### src/rtl/key_matrix_scanner_if.sv
// Scanner-side bundle: column returns in, row strobes plus per-key debounced level/edge flags out.
interface key_matrix_scanner_if #(
  parameter int ROWS = 4,
  parameter int COLS = 4
);
  logic                 scan_en;
  logic [COLS-1:0]      col_sense;
  logic [ROWS-1:0]      row_drive;
  logic [ROWS*COLS-1:0] key_state;
  logic [ROWS*COLS-1:0] key_press;
  logic [ROWS*COLS-1:0] key_release;
  logic                 scan_done;

  modport master (
    input  scan_en, col_sense,
    output row_drive, key_state, key_press, key_release, scan_done
  );

  modport slave (
    output scan_en, col_sense,
    input  row_drive, key_state, key_press, key_release, scan_done
  );
endinterface

### src/rtl/key_matrix_scanner.sv
// Row-strobed key matrix scanner with 2-flop column sync and per-key sample-count debounce.
// Row period SETTLE_CYCLES+1 clocks; key_state/press/release update the cycle after a row's sample.
module key_matrix_scanner #(
  parameter int ROWS           = 4,
  parameter int COLS           = 4,
  parameter int SETTLE_CYCLES  = 3,
  parameter int DEBOUNCE_SCANS = 3
) (
  input  logic                 clk,
  input  logic                 reset,
  key_matrix_scanner_if.master bus
);
  localparam int NKEYS = ROWS * COLS;
  localparam int RW    = (ROWS > 1) ? $clog2(ROWS) : 1;
  localparam int SW    = (SETTLE_CYCLES > 1) ? $clog2(SETTLE_CYCLES) : 1;
  localparam int CW    = (DEBOUNCE_SCANS > 1) ? $clog2(DEBOUNCE_SCANS + 1) : 1;

  typedef enum logic [1:0] {
    IDLE   = 2'd0,
    SETTLE = 2'd1,
    SAMPLE = 2'd2
  } state_t;

  state_t          state_q, state_d;
  logic [RW-1:0]   row_q, row_d;
  logic [SW-1:0]   cnt_q, cnt_d;
  logic            sample_en;

  logic [COLS-1:0] sync1_q, sync2_q;
  logic [COLS-1:0] closed;

  logic [NKEYS-1:0] key_state_q, key_press_q, key_release_q;
  logic [NKEYS-1:0] flip;

  // Column returns are asynchronous and active-low; sync flops idle at "open".
  always_ff @(posedge clk) begin
    if (reset) begin
      sync1_q <= '1;
      sync2_q <= '1;
    end else begin
      sync1_q <= bus.col_sense;
      sync2_q <= sync1_q;
    end
  end

  assign closed = ~sync2_q;

  always_ff @(posedge clk) begin
    if (reset) begin
      state_q <= IDLE;
      row_q   <= '0;
      cnt_q   <= '0;
    end else begin
      state_q <= state_d;
      row_q   <= row_d;
      cnt_q   <= cnt_d;
    end
  end

  always_comb begin
    state_d   = state_q;
    row_d     = row_q;
    cnt_d     = cnt_q;
    sample_en = 1'b0;
    case (state_q)
      IDLE: begin
        row_d = '0;
        cnt_d = '0;
        if (bus.scan_en) state_d = SETTLE;
      end
      SETTLE: begin
        if (cnt_q == SW'(SETTLE_CYCLES - 1)) begin
          state_d = SAMPLE;
          cnt_d   = '0;
        end else begin
          cnt_d = cnt_q + 1'b1;
        end
      end
      SAMPLE: begin
        sample_en = 1'b1;
        cnt_d     = '0;
        row_d     = (row_q == RW'(ROWS - 1)) ? '0 : row_q + 1'b1;
        // scan_en is only honoured at row boundaries; a stop always rewinds to row 0.
        if (bus.scan_en) begin
          state_d = SETTLE;
        end else begin
          state_d = IDLE;
          row_d   = '0;
        end
      end
      default: begin
        state_d = IDLE;
        row_d   = '0;
        cnt_d   = '0;
      end
    endcase
  end

  assign bus.row_drive = (state_q == IDLE) ? '1 : ~(ROWS'(1) << row_q);
  assign bus.scan_done = (state_q == SAMPLE) && (row_q == RW'(ROWS - 1));

  for (genvar i = 0; i < NKEYS; i++) begin : g_key
    localparam int R = i / COLS;
    localparam int C = i % COLS;

    logic [CW-1:0] db_cnt_q;
    logic          hit;
    logic          differ;

    assign hit     = sample_en && (row_q == RW'(R));
    assign differ  = closed[C] != key_state_q[i];
    assign flip[i] = hit && differ && (db_cnt_q == CW'(DEBOUNCE_SCANS - 1));

    always_ff @(posedge clk) begin
      if (reset) begin
        db_cnt_q <= '0;
      end else if (hit) begin
        if (!differ || flip[i]) db_cnt_q <= '0;
        else                    db_cnt_q <= db_cnt_q + 1'b1;
      end
    end
  end

  always_ff @(posedge clk) begin
    if (reset) begin
      key_state_q   <= '0;
      key_press_q   <= '0;
      key_release_q <= '0;
    end else begin
      key_state_q   <= key_state_q ^ flip;
      key_press_q   <= flip & ~key_state_q;
      key_release_q <= flip & key_state_q;
    end
  end

  assign bus.key_state   = key_state_q;
  assign bus.key_press   = key_press_q;
  assign bus.key_release = key_release_q;
endmodule

### src/flat_wrapper.sv
// flat-port wrapper written by rule: the top's interface ports become plain ports
module key_matrix_scanner_flat 
#(
  parameter int ROWS           = 4,
  parameter int COLS           = 4,
  parameter int SETTLE_CYCLES  = 3,
  parameter int DEBOUNCE_SCANS = 3
)
  (clk, reset, bus_scan_en, bus_col_sense, bus_row_drive, bus_key_state, bus_key_press, bus_key_release, bus_scan_done);
  key_matrix_scanner_if #(.ROWS(ROWS), .COLS(COLS)) bus_i ();
  input  logic clk;
  input  logic reset;
  input wire logic [$bits(bus_i.scan_en)-1:0] bus_scan_en;
  input wire logic [$bits(bus_i.col_sense)-1:0] bus_col_sense;
  output wire logic [$bits(bus_i.row_drive)-1:0] bus_row_drive;
  output wire logic [$bits(bus_i.key_state)-1:0] bus_key_state;
  output wire logic [$bits(bus_i.key_press)-1:0] bus_key_press;
  output wire logic [$bits(bus_i.key_release)-1:0] bus_key_release;
  output wire logic [$bits(bus_i.scan_done)-1:0] bus_scan_done;
  assign bus_i.scan_en = bus_scan_en;
  assign bus_i.col_sense = bus_col_sense;
  assign bus_row_drive = bus_i.row_drive;
  assign bus_key_state = bus_i.key_state;
  assign bus_key_press = bus_i.key_press;
  assign bus_key_release = bus_i.key_release;
  assign bus_scan_done = bus_i.scan_done;
  key_matrix_scanner #(.ROWS(ROWS), .COLS(COLS), .SETTLE_CYCLES(SETTLE_CYCLES), .DEBOUNCE_SCANS(DEBOUNCE_SCANS)) u_core (.clk(clk), .reset(reset), .bus(bus_i));
endmodule
### config.mk
export PLATFORM = sky130hd
export DESIGN_NAME = key_matrix_scanner_flat
export DESIGN_NICKNAME = d
export VERILOG_FILES = /design/src/rtl/key_matrix_scanner_if.sv /design/src/rtl/key_matrix_scanner.sv /design/src/flat_wrapper.sv
export SDC_FILE = /design/constraint.sdc
export NUM_CORES = 1
export LEC_CHECK = 0
export CAP_MARGIN = 20
export CORE_MARGIN = 2
export CORE_UTILIZATION = 30
export DETAILED_ROUTE_END_ITERATION = 12
export HOLD_SLACK_MARGIN = 0.02
export SLEW_MARGIN = 20
export SYNTH_ARGS = -nofsm -noshare
export SYNTH_HDL_FRONTEND = slang
export SYNTH_SLANG_ARGS = --single-unit
### constraint.sdc
create_clock -name clk -period 2.9 [get_ports clk]
set_clock_uncertainty 0.2 [all_clocks]
set_input_delay 0.29 -clock clk [delete_from_list [all_inputs] [get_ports clk]]
set_output_delay 0.29 -clock clk [all_outputs]
set_load 0.03 [all_outputs]
==> flow_summary.toml, run 1 <==
[hold_path]
hp-class = "register to register"
hp-start = "u_core.sync1_q[1]"

[global_route]
grt_pass1_wl_mm = 12.9
antenna_found_initial = 0
grt_max_degree = 58
grt_pass1_vias = 2735
grt_overflow = 0
track_usage_pct = 11.3

[job]
cap_violations = 0

[floorplan]
rows = 42
die_area_mm2 = 0.0145
floorplan.initialDensity_pct = 30.7
die_x_um = 120
floorplan.core_area_mm2 = 0.0132
pin_count = 60
die_h_um = 120

[pwr]
p_clk_share_pct = 45.1
finalPower_uw = 2490
switching_share_pct = 20.9
internal-power_uw = 1970
pwr-share-seq_pct = 52.5
switchingPower_uw = 522
leakage_uw = 0.00188
p_per_area_mw_per_mm2 = 493
combPwrFrac_pct = 2.4
vdd_drop_max_v = 0.000258

[clock_tree]
cts_resized = 0
htreeDepth = 3
cts_buffers = 9
cts_setup_buffers = 0
clkSinkCount = 94
clkSlewWorstSetupHoldPaths_ns = 0.06
ctsRootBufferMaster = "clkbuf_16"
cts_hold_buf = 0
clkLatencyLatePin_ns = 0.34
clockBufferDepth = 2
cts_tree = "yes"

[routing]
ant_nets = 0
wl_mm = 7.56
wl_per_cell_um = 11.5
drt_iter0_drc = 104
vias_per_cell = 4.29
drc = 0
dr_total_vias = 2821
dr.pass1.iters = 4

[placement]
place_ws_ns = 0.579
io_buffers = 59
dp.cells = 641
dpl-instance-area_mm2 = 0.00477
hpwl_mm = 5.29
gp_congestion = 0.660

[cells_and_area]
fin_cells = 657
synthToLayoutAreaGrowth_pct = 24.9
n_antenna_cell = 0
drive_above_1_share_pct = 5.61
nFillCells = 1307
final_area_mm2 = 0.00506
final_nets = 536

[logic_synthesis]
syn-num-nets = 485
yosysUniqueCellTypes = 23
ys_warn_count = 0
syn_inst = 425
netlist_top_cells_area = "dfxtp_1 (46%), ha_1 (16%), or4_1 (5.9%)"
yosys.area.top_type = "dfxtp_1"
yosys.area_share.xor_xnor_pct = 3.46
synth-compound-area-share_pct = 5.00
ys_ff_latch = 94
netlist_area_mm2 = 0.00405
syn_avg_cell_area_um2 = 9.53
synthMuxAreaShare_pct = 0
synth_top_family_by_area = "simple AND/OR/NAND/NOR gates"
synth_top_area_share_pct = 46.4
synth_adder_area_share_pct = 16.4
synthSimpleGateAreaFrac_pct = 21.2
seq_area_frac_synth_pct = 46.4

[sta]
drv_slew = 0
hold_viol = 0
min_period_ns = 2.50
setup_slack_ns = 0.396
finalSetupViolCount = 0
fmax_mhz = 399
grt_setup_unrepaired = "no"
tightest_slew_ns = 1.03
tns_ns = 0
maxSlewHeadroom_pct = 31.5
finalCritPeriodShare_pct = 86.3

[worst_setup_path]
slowest_delay_ns = 0.67
reg2reg_from = "u_core.state_q[1]"
setup.worst_path.start = "u_core.state_q[1]"
crit_required_ns = 2.41
cp-start-kind = "register"
cp_cell_sequence = "nand3b_4 > inv_1 > clkdlybuf4s50_1"
cp_slowest_cell = "clkdlybuf4s50_1"
path_class = "register to output port"
worstPathArrival_ns = 2.01
path_max_fanout = 21
endpoint_kind = "output port"

[outcome]
status = "complete, no violations"
-- layout by cell type, fill, tap and decap left out, drive strengths merged --
cell / instances
nand2: 33
a21oi: 33
dfxtp: 94
clkdlybuf4s50: 58
clkbuf: 13
xor2: 16
nor2: 19
buf: 2
a32oi: 1
nor3: 16
nand4: 1
ha: 53
a2bb2oi: 1
clkinv: 2
nor3b: 1
or2: 8
nand3b: 4
or4: 32
clkinvlp: 1
nor4: 2
nand2b: 1
nor2b: 33
o21ai: 4
inv: 53
-- power by group through the flow --
stage	Clock, uW	Combinational, uW	Sequential (uW)
floorplan	0	44.3	1330
global placement	0	59.5	1340
detailed placement	0	60.4	1340
CTS	1170	60.8	1310
global route	1220	66.9	1310
finish	1120	59.8	1310
-- routing by layer --
layer,share of wire [%],routed length [um],GRT usage (%),vias to the layer above
li1,-,-,-,1488
met1,45,3420,13.8,1267
met2,46,3470,17.8,52
met3,6.5,489,4.39,14
met4,2.5,187,4.80,0
met5,0,0,0,-
-- cell usage after synthesis --
| library cell | count |
|---|---|
| or2_2 | 8 |
| nand4_1 | 1 |
| nor3_1 | 16 |
| or4_1 | 32 |
| ha_1 | 53 |
| nor2b_1 | 33 |
| nor4_1 | 2 |
| nand2_1 | 33 |
| dfxtp_1 | 94 |
| nor3b_1 | 1 |
| a32oi_1 | 1 |
| a2bb2oi_1 | 1 |
| nand3b_1 | 2 |
| nand2b_1 | 1 |
| o21ai_0 | 4 |
| xor2_1 | 16 |
| inv_1 | 53 |
| buf_6 | 4 |
| clkbuf_1 | 14 |
| nand3b_4 | 2 |
| nor2_1 | 19 |
| buf_1 | 2 |
| a21oi_1 | 33 |
-- state kept, by name, summed over array words and instances (netlist names) --
signal	flops
u_core.sync2_q	4
u_core.bus.key_release	16
u_core.state_q	2
u_core.row_q	2
u_core.bus.key_press	16
u_core.g_key.db_cnt_q	32
u_core.bus.key_state	16
u_core.cnt_q	2
u_core.sync1_q	4
-- worst max-delay path, delay by kind of cell, from the launching register on --
| family | cells | cell delay [ns] |
|---|---|---|
| buffers and inverters | 2 | 0.77 |
| AND/OR/NAND/NOR | 1 | 0.29 |
| flip-flops | 1 | 0.61 |
-- final cells by class --
cell class / count / area (um2) / share of cell area, %
well taps: 176 / 220 / 4.35
clock buffers: 13 / 270 / 5.34
clock inverters: 3 / 17.5 / 0.346
inverters: 53 / 199 / 3.93
repair buffers: 60 / 606 / 12.0
flip-flops and latches: 94 / 1880 / 37.2
multi-input cells: 258 / 1870 / 36.9
-- path summary, 6_finish.rpt --
check / end / slack [ns] / cells past startpoint
min reg2reg: u_core.sync2_q[1] / 0.21 / 1
max: bus_scan_done / 0.40 / 3
min: u_core.sync2_q[1] / 0.21 / 1
max reg2reg: u_core.bus.key_state[10] / 0.57 / 4
-- cell families after synthesis --
logic type | Yosys count
simple gates | 150
flops | 94
buf+inv | 73
fa+ha+maj | 53
compound gates | 39
xor+xnor | 16
-- metrics by stage --
step	util (%)	hold slack, ns
5_1_grt	38.4	0.231
3_5_place_dp	36.2	0.195
6_report	38.4	0.210
2_1_floorplan	-	0.189
3_3_place_gp	36.2	0.192
4_1_cts	38.4	0.210
(Power assumes the default switching activity.)
==> inputs of run 2 (changes only) <==
- CORE_UTILIZATION: 30 -> 32
- clock period: 2.9 -> 2.2 ns (I/O delays scaled with it)
==> flow_summary.toml, run 2 (synthesis gave the netlist of run 1 again) <==
[worst_setup_path]
endpoint_kind = "output port"
path_max_fanout = 12
r2r_end = "u_core.bus.key_state[9]"
worst_r2r_path_depth = 5
cp-start-kind = "register"
slowest_delay_ns = 0.62
path_class = "register to output port"
setup.worst_path.start = "u_core.state_q[1]"
cp_cell_sequence = "nand3b_4 > inv_1 > dlygate4sd2_1"
crit_path_end = "bus_scan_done"
reg2reg_from = "u_core.state_q[1]"
crit_required_ns = 1.78
cp_slowest_cell = "dfxtp_1"
worstPathArrival_ns = 1.59
rrSetupSlack_ns = 0.20

[floorplan]
die_h_um = 117
die_area_mm2 = 0.0136
die_x_um = 117
floorplan.core_area_mm2 = 0.0125
floorplan.initialDensity_pct = 32.5
rows = 41
pin_count = 60

[routing]
drc = 0
wl_per_cell_um = 11.1
ant_nets = 0
drt_iter0_drc = 90
dr.pass1.iters = 6
vias_per_cell = 4.34
wl_mm = 7.30
dr_total_vias = 2844

[clock_tree]
htreeDepth = 3
cts_tree = "yes"
cts_setup_buffers = 0
cts_hold_buf = 0
clkSinkCount = 94
ctsRootBufferMaster = "clkbuf_16"
clockBufferDepth = 2
cts_buffers = 9
clkLatencyLatePin_ns = 0.34
clkSlewWorstSetupHoldPaths_ns = 0.07

[sta]
tightest_slew_ns = 0.479
min_period_ns = 2.02
maxSlewHeadroom_pct = 68.0
grt_setup_unrepaired = "no"
hold_slack_ns = 0.178
setup_slack_ns = 0.185
tns_ns = 0
fmax_mhz = 496
hold_viol = 0
drv_slew = 0
finalCritPeriodShare_pct = 91.6
finalSetupViolCount = 0

[hold_path]
hp-class = "primary input to register"
holdPathStages = 3

[cells_and_area]
n_antenna_cell = 0
final_common_cell = "dfxtp_1"
nFillCells = 1217
top_register = "u_core.g_key.db_cnt_q"
final_area_mm2 = 0.00510
largest_register_ffs = 32
fin_util_pct = 40.9
layout_common_cells = "dfxtp_1 (94), inv_1 (53), ha_1 (53), clkdlybuf4s50_1 (53)"
drive_above_1_share_pct = 5.99
synthToLayoutAreaGrowth_pct = 25.9
final_nets = 539

[placement]
gp_congestion = 0.703
io_buffers = 59
hpwl_mm = 4.94
dpl-instance-area_mm2 = 0.00479
place_ws_ns = 0.259

[pwr]
leakage_uw = 0.00191
p_per_area_mw_per_mm2 = 678
vdd_drop_max_v = 0.000296

[global_route]
grt_max_degree = 95
track_usage_pct = 11.4
grt_pass1_wl_mm = 11.9
grt_overflow = 0
grt_pass1_vias = 2701
antenna_found_initial = 0

[job]
cap_violations = 0

[outcome]
status = "complete, no violations"
run 2: cell count changes in the layout (fill, tap and decap cells not counted):
| cell | previous run | this run |
|---|---|---|
| clkdlybuf4s50_1 | 58 | 53 |
| dlygate4sd2_1 | 0 | 5 |
| buf_4 | 0 | 3 |
| bufinv_16 | 0 | 2 |
| clkbuf_8 | 3 | 1 |
| clkbuf_1 | 1 | 2 |
| clkinvlp_4 | 1 | 0 |
run 2: routing by layer:
| metal | wire [um] | GRT usage [%] | part of all wire (%) |
|---|---|---|---|
| met1 | 3470 | 13.8 | 48 |
| met4 | 161 | 6.27 | 2.2 |
| met2 | 3360 | 18.6 | 46 |
| met3 | 314 | 2.80 | 4.3 |
| met5 | 0 | 0 | 0 |
run 2: worst min path at each step:
stage / startpoint / end / slack [ns]
2_1_floorplan: bus_col_sense[0] / u_core.sync1_q[0] / 0.12
3_3_place_gp: u_core.sync1_q[1] / u_core.sync2_q[1] / 0.19
3_5_place_dp: u_core.sync1_q[0] / u_core.sync2_q[0] / 0.19
4_1_cts: reset / u_core.bus.key_state[15] / 0.18
5_1_grt: reset / u_core.bus.key_state[12] / 0.21
6_report: reset / u_core.row_q[0] / 0.18
run 2: critical path: cells and delay by family (launching register included):
family                 cells  cell delay [ns]
buffers and inverters      2             0.46
DFF                        1             0.62
and+or+nand+nor            1             0.16
run 2: metrics by stage:
step / total power [uW] / instances
finish: 3460 / 656
floorplan: 1810 / 425
global placement: 1840 / 640
detailed placement: 1840 / 640
CTS: 3510 / 656
global route: 3560 / 656
run 2: power breakdown:
group	switching (uW)	leakage, uW	internal [uW]	total (uW)
Clock	630	0.000157	1020	1650
Sequential	14.3	0.000759	1710	1730
Combinational	46.5	0.000992	31.1	77.6
run 2: layout make-up:
type	count	area (um2)	share of cell area [%]
clock buffer	12	246	4.83
clock inverter	4	70.1	1.37
multi-input combinational	258	1870	36.6
sequential	94	1880	36.9
tap	172	215	4.22
timing repair buffer	63	622	12.2
inverter	53	199	3.90
run 2: what timing repair did:
action                                  4_1_cts  5_1_grt
resized for setup                             5        0
endpoints found under the hold margin         0        0
endpoints found under the setup margin        5        0
==> RTL change: new RTL, config.mk and constraints of run 2 <==
`DEBOUNCE_SCANS` is set to 3 in 2 places; all go to 6.
--- a/src/rtl/key_matrix_scanner.sv
+++ b/src/rtl/key_matrix_scanner.sv
@@ -4,7 +4,7 @@
   parameter int ROWS           = 4,
   parameter int COLS           = 4,
   parameter int SETTLE_CYCLES  = 3,
-  parameter int DEBOUNCE_SCANS = 3
+  parameter int DEBOUNCE_SCANS = 6
 ) (
   input  logic                 clk,
   input  logic                 reset,
--- a/src/flat_wrapper.sv
+++ b/src/flat_wrapper.sv
@@ -4,7 +4,7 @@
   parameter int ROWS           = 4,
   parameter int COLS           = 4,
   parameter int SETTLE_CYCLES  = 3,
-  parameter int DEBOUNCE_SCANS = 3
+  parameter int DEBOUNCE_SCANS = 6
 )
   (clk, reset, bus_scan_en, bus_col_sense, bus_row_drive, bus_key_state, bus_key_press, bus_key_release, bus_scan_done);
   key_matrix_scanner_if #(.ROWS(ROWS), .COLS(COLS)) bus_i ();
Function: no difference found for any inputs over 10 cycles, from zero or initial values and one cycle with reset high; that may be too few to reach the edited logic, so the function may still have changed.
==> RTL change against run 2 <==
Final cell count up 26%. Power is 9.0% higher. Register-to-register slack barely moved. Wire length grew 44%. Via count increased by 39%. Worst setup slack lost 57 ps. Design area increased by 23%. Global-route usage up 0.89 points. Area after synthesis rose by 29%. Sequential cell count grew 16. Largest cell class is now multi-input gates. Highest routed layer unchanged.
==> RTL change: results (changes against run 2) <==
[critical_path]
crit_end=bus_row_drive[0]  ; was bus_scan_done
r2r_start=u_core.row_q[0]$_SDFFE_PP0P_  ; was u_core.state_q[1]$_SDFFE_PP0P_
cp_top_family=buffers and inverters  ; was flip-flops
r2r_cells=7  ; was 5
cpPeakStageDelay_ps=450  ; was 620 ps
arrival_ps=1650  ; was 1590 ps
cpMaxStageDelayCell=dlygate4sd2_1  ; was dfxtp_1
reg2reg_to=u_core.bus.key_state[9]$_SDFF_PP0_  ; unchanged

[worst_hold_path]
whs_path_depth=2  ; was 3
min_to=u_core.bus.key_state[12]$_SDFF_PP0_  ; was u_core.row_q[0]$_SDFFE_PP0P_

[run_status]
status=complete, no violations  ; unchanged

[cells_and_area]
n_all_buffers=66  ; was 63
final_nets=680  ; was 539
clkCellAreaFrac=0.0462  ; was 0.0621
buffer_area_frac=0.103  ; was 0.122
multi_input_area_um2=2690  ; was 1870 um^2
num-fill-cells=1584  ; was 1217
clockBufferCount=10  ; was 12
drive_gt1_frac=0.0592  ; was 0.0599
nMultiInputCombCells=376  ; was 258
inv_count=41  ; was 53
largest_reg_flops=48  ; was 32

[synthesis]
synth_xor_xnor_area_share=0.0268  ; was 0.0346
synthMuxAreaShare=0.00575  ; was 0
ys_async_sr_fraction=0  ; unchanged
seq_area_frac_synth=0.422  ; was 0.464
synth_compound_area_frac=0.0928  ; was 0.0500
synth_fa_ha_area_frac=0.165  ; was 0.164
synth_area_leaders=dfxtp_1, ha_1, a21oi_1, nor2b_1, nand2_1  ; was dfxtp_1, ha_1, or4_1, nor2b_1, inv_1
ys_top_cells_by_count=dfxtp_1, ha_1, a21oi_1, nand2_1, inv_1  ; was dfxtp_1, ha_1, inv_1
synth_area_um2=5220  ; was 4050 um^2

[placed_design]
pre_cts_ws_ps=162  ; was 259 ps
dpl.hpwl_um=7280  ; was 4940 um
place_area_um2=5970  ; was 4790 um^2
place_congestion=0.719  ; was 0.703
placed_cells=809  ; was 640

[sta]
period_minus_slack_ps=2070  ; was 2020 ps
hold_slack_ps=72.1  ; was 178 ps
slew_headroom=0.647  ; was 0.680

[global_route]
grt_pass1_wl_um=17500  ; was 11900 um
grt_pass1_vias=3778  ; was 2701
grt_max_degree=50  ; was 95
grt_usage=0.123  ; was 0.114

[power]
p_total_mw=3.77  ; was 3.46 mW
leakage_nw=2.47  ; was 1.91 nW
vdd_drop_max_uv=392  ; was 296 uV

[routing]
vias=3940  ; was 2844
first_pass_iters=5  ; was 6
viasPerCell=4.78  ; was 4.34

[clock_tree]
clk_latency_ps=360  ; was 340 ps

==> RTL change: cell count changes after synthesis, sizes merged, moves of 14 or more <==
cell,change
nor2,+15
xnor2,+16
a32oi,+15
nand3,+29
dfxtp,+16
nor3,-16
ha,+16
nor4b,+16
xor2,-16
a21oi,+21
nand2,+14
or4,-32
==> RTL change: power by group through the flow <==
stage	registers [mW]	clock network, mW	logic (mW)
finish	2.01	1.64	0.111
global route	2.02	1.75	0.123
CTS	2.01	1.68	0.112
detailed placement	2.06	0	0.112
global placement	2.06	0	0.109
floorplan	2.05	0	0.0882
==> RTL change: what timing repair did <==
item	4_1_cts	5_1_grt
resized for setup	6	0
setup endpoints to repair	5	0
hold buffers	0	0
==> RTL change: layer usage <==
layer | vias to the layer above | track usage | part of all wire
li1 | 2008 | - | -
met1 | 1829 | 0.148 | 0.46
met2 | 84 | 0.203 | 0.47
met3 | 19 | 0.0239 | 0.042
met4 | 0 | 0.0719 | 0.026
met5 | - | 0 | 0
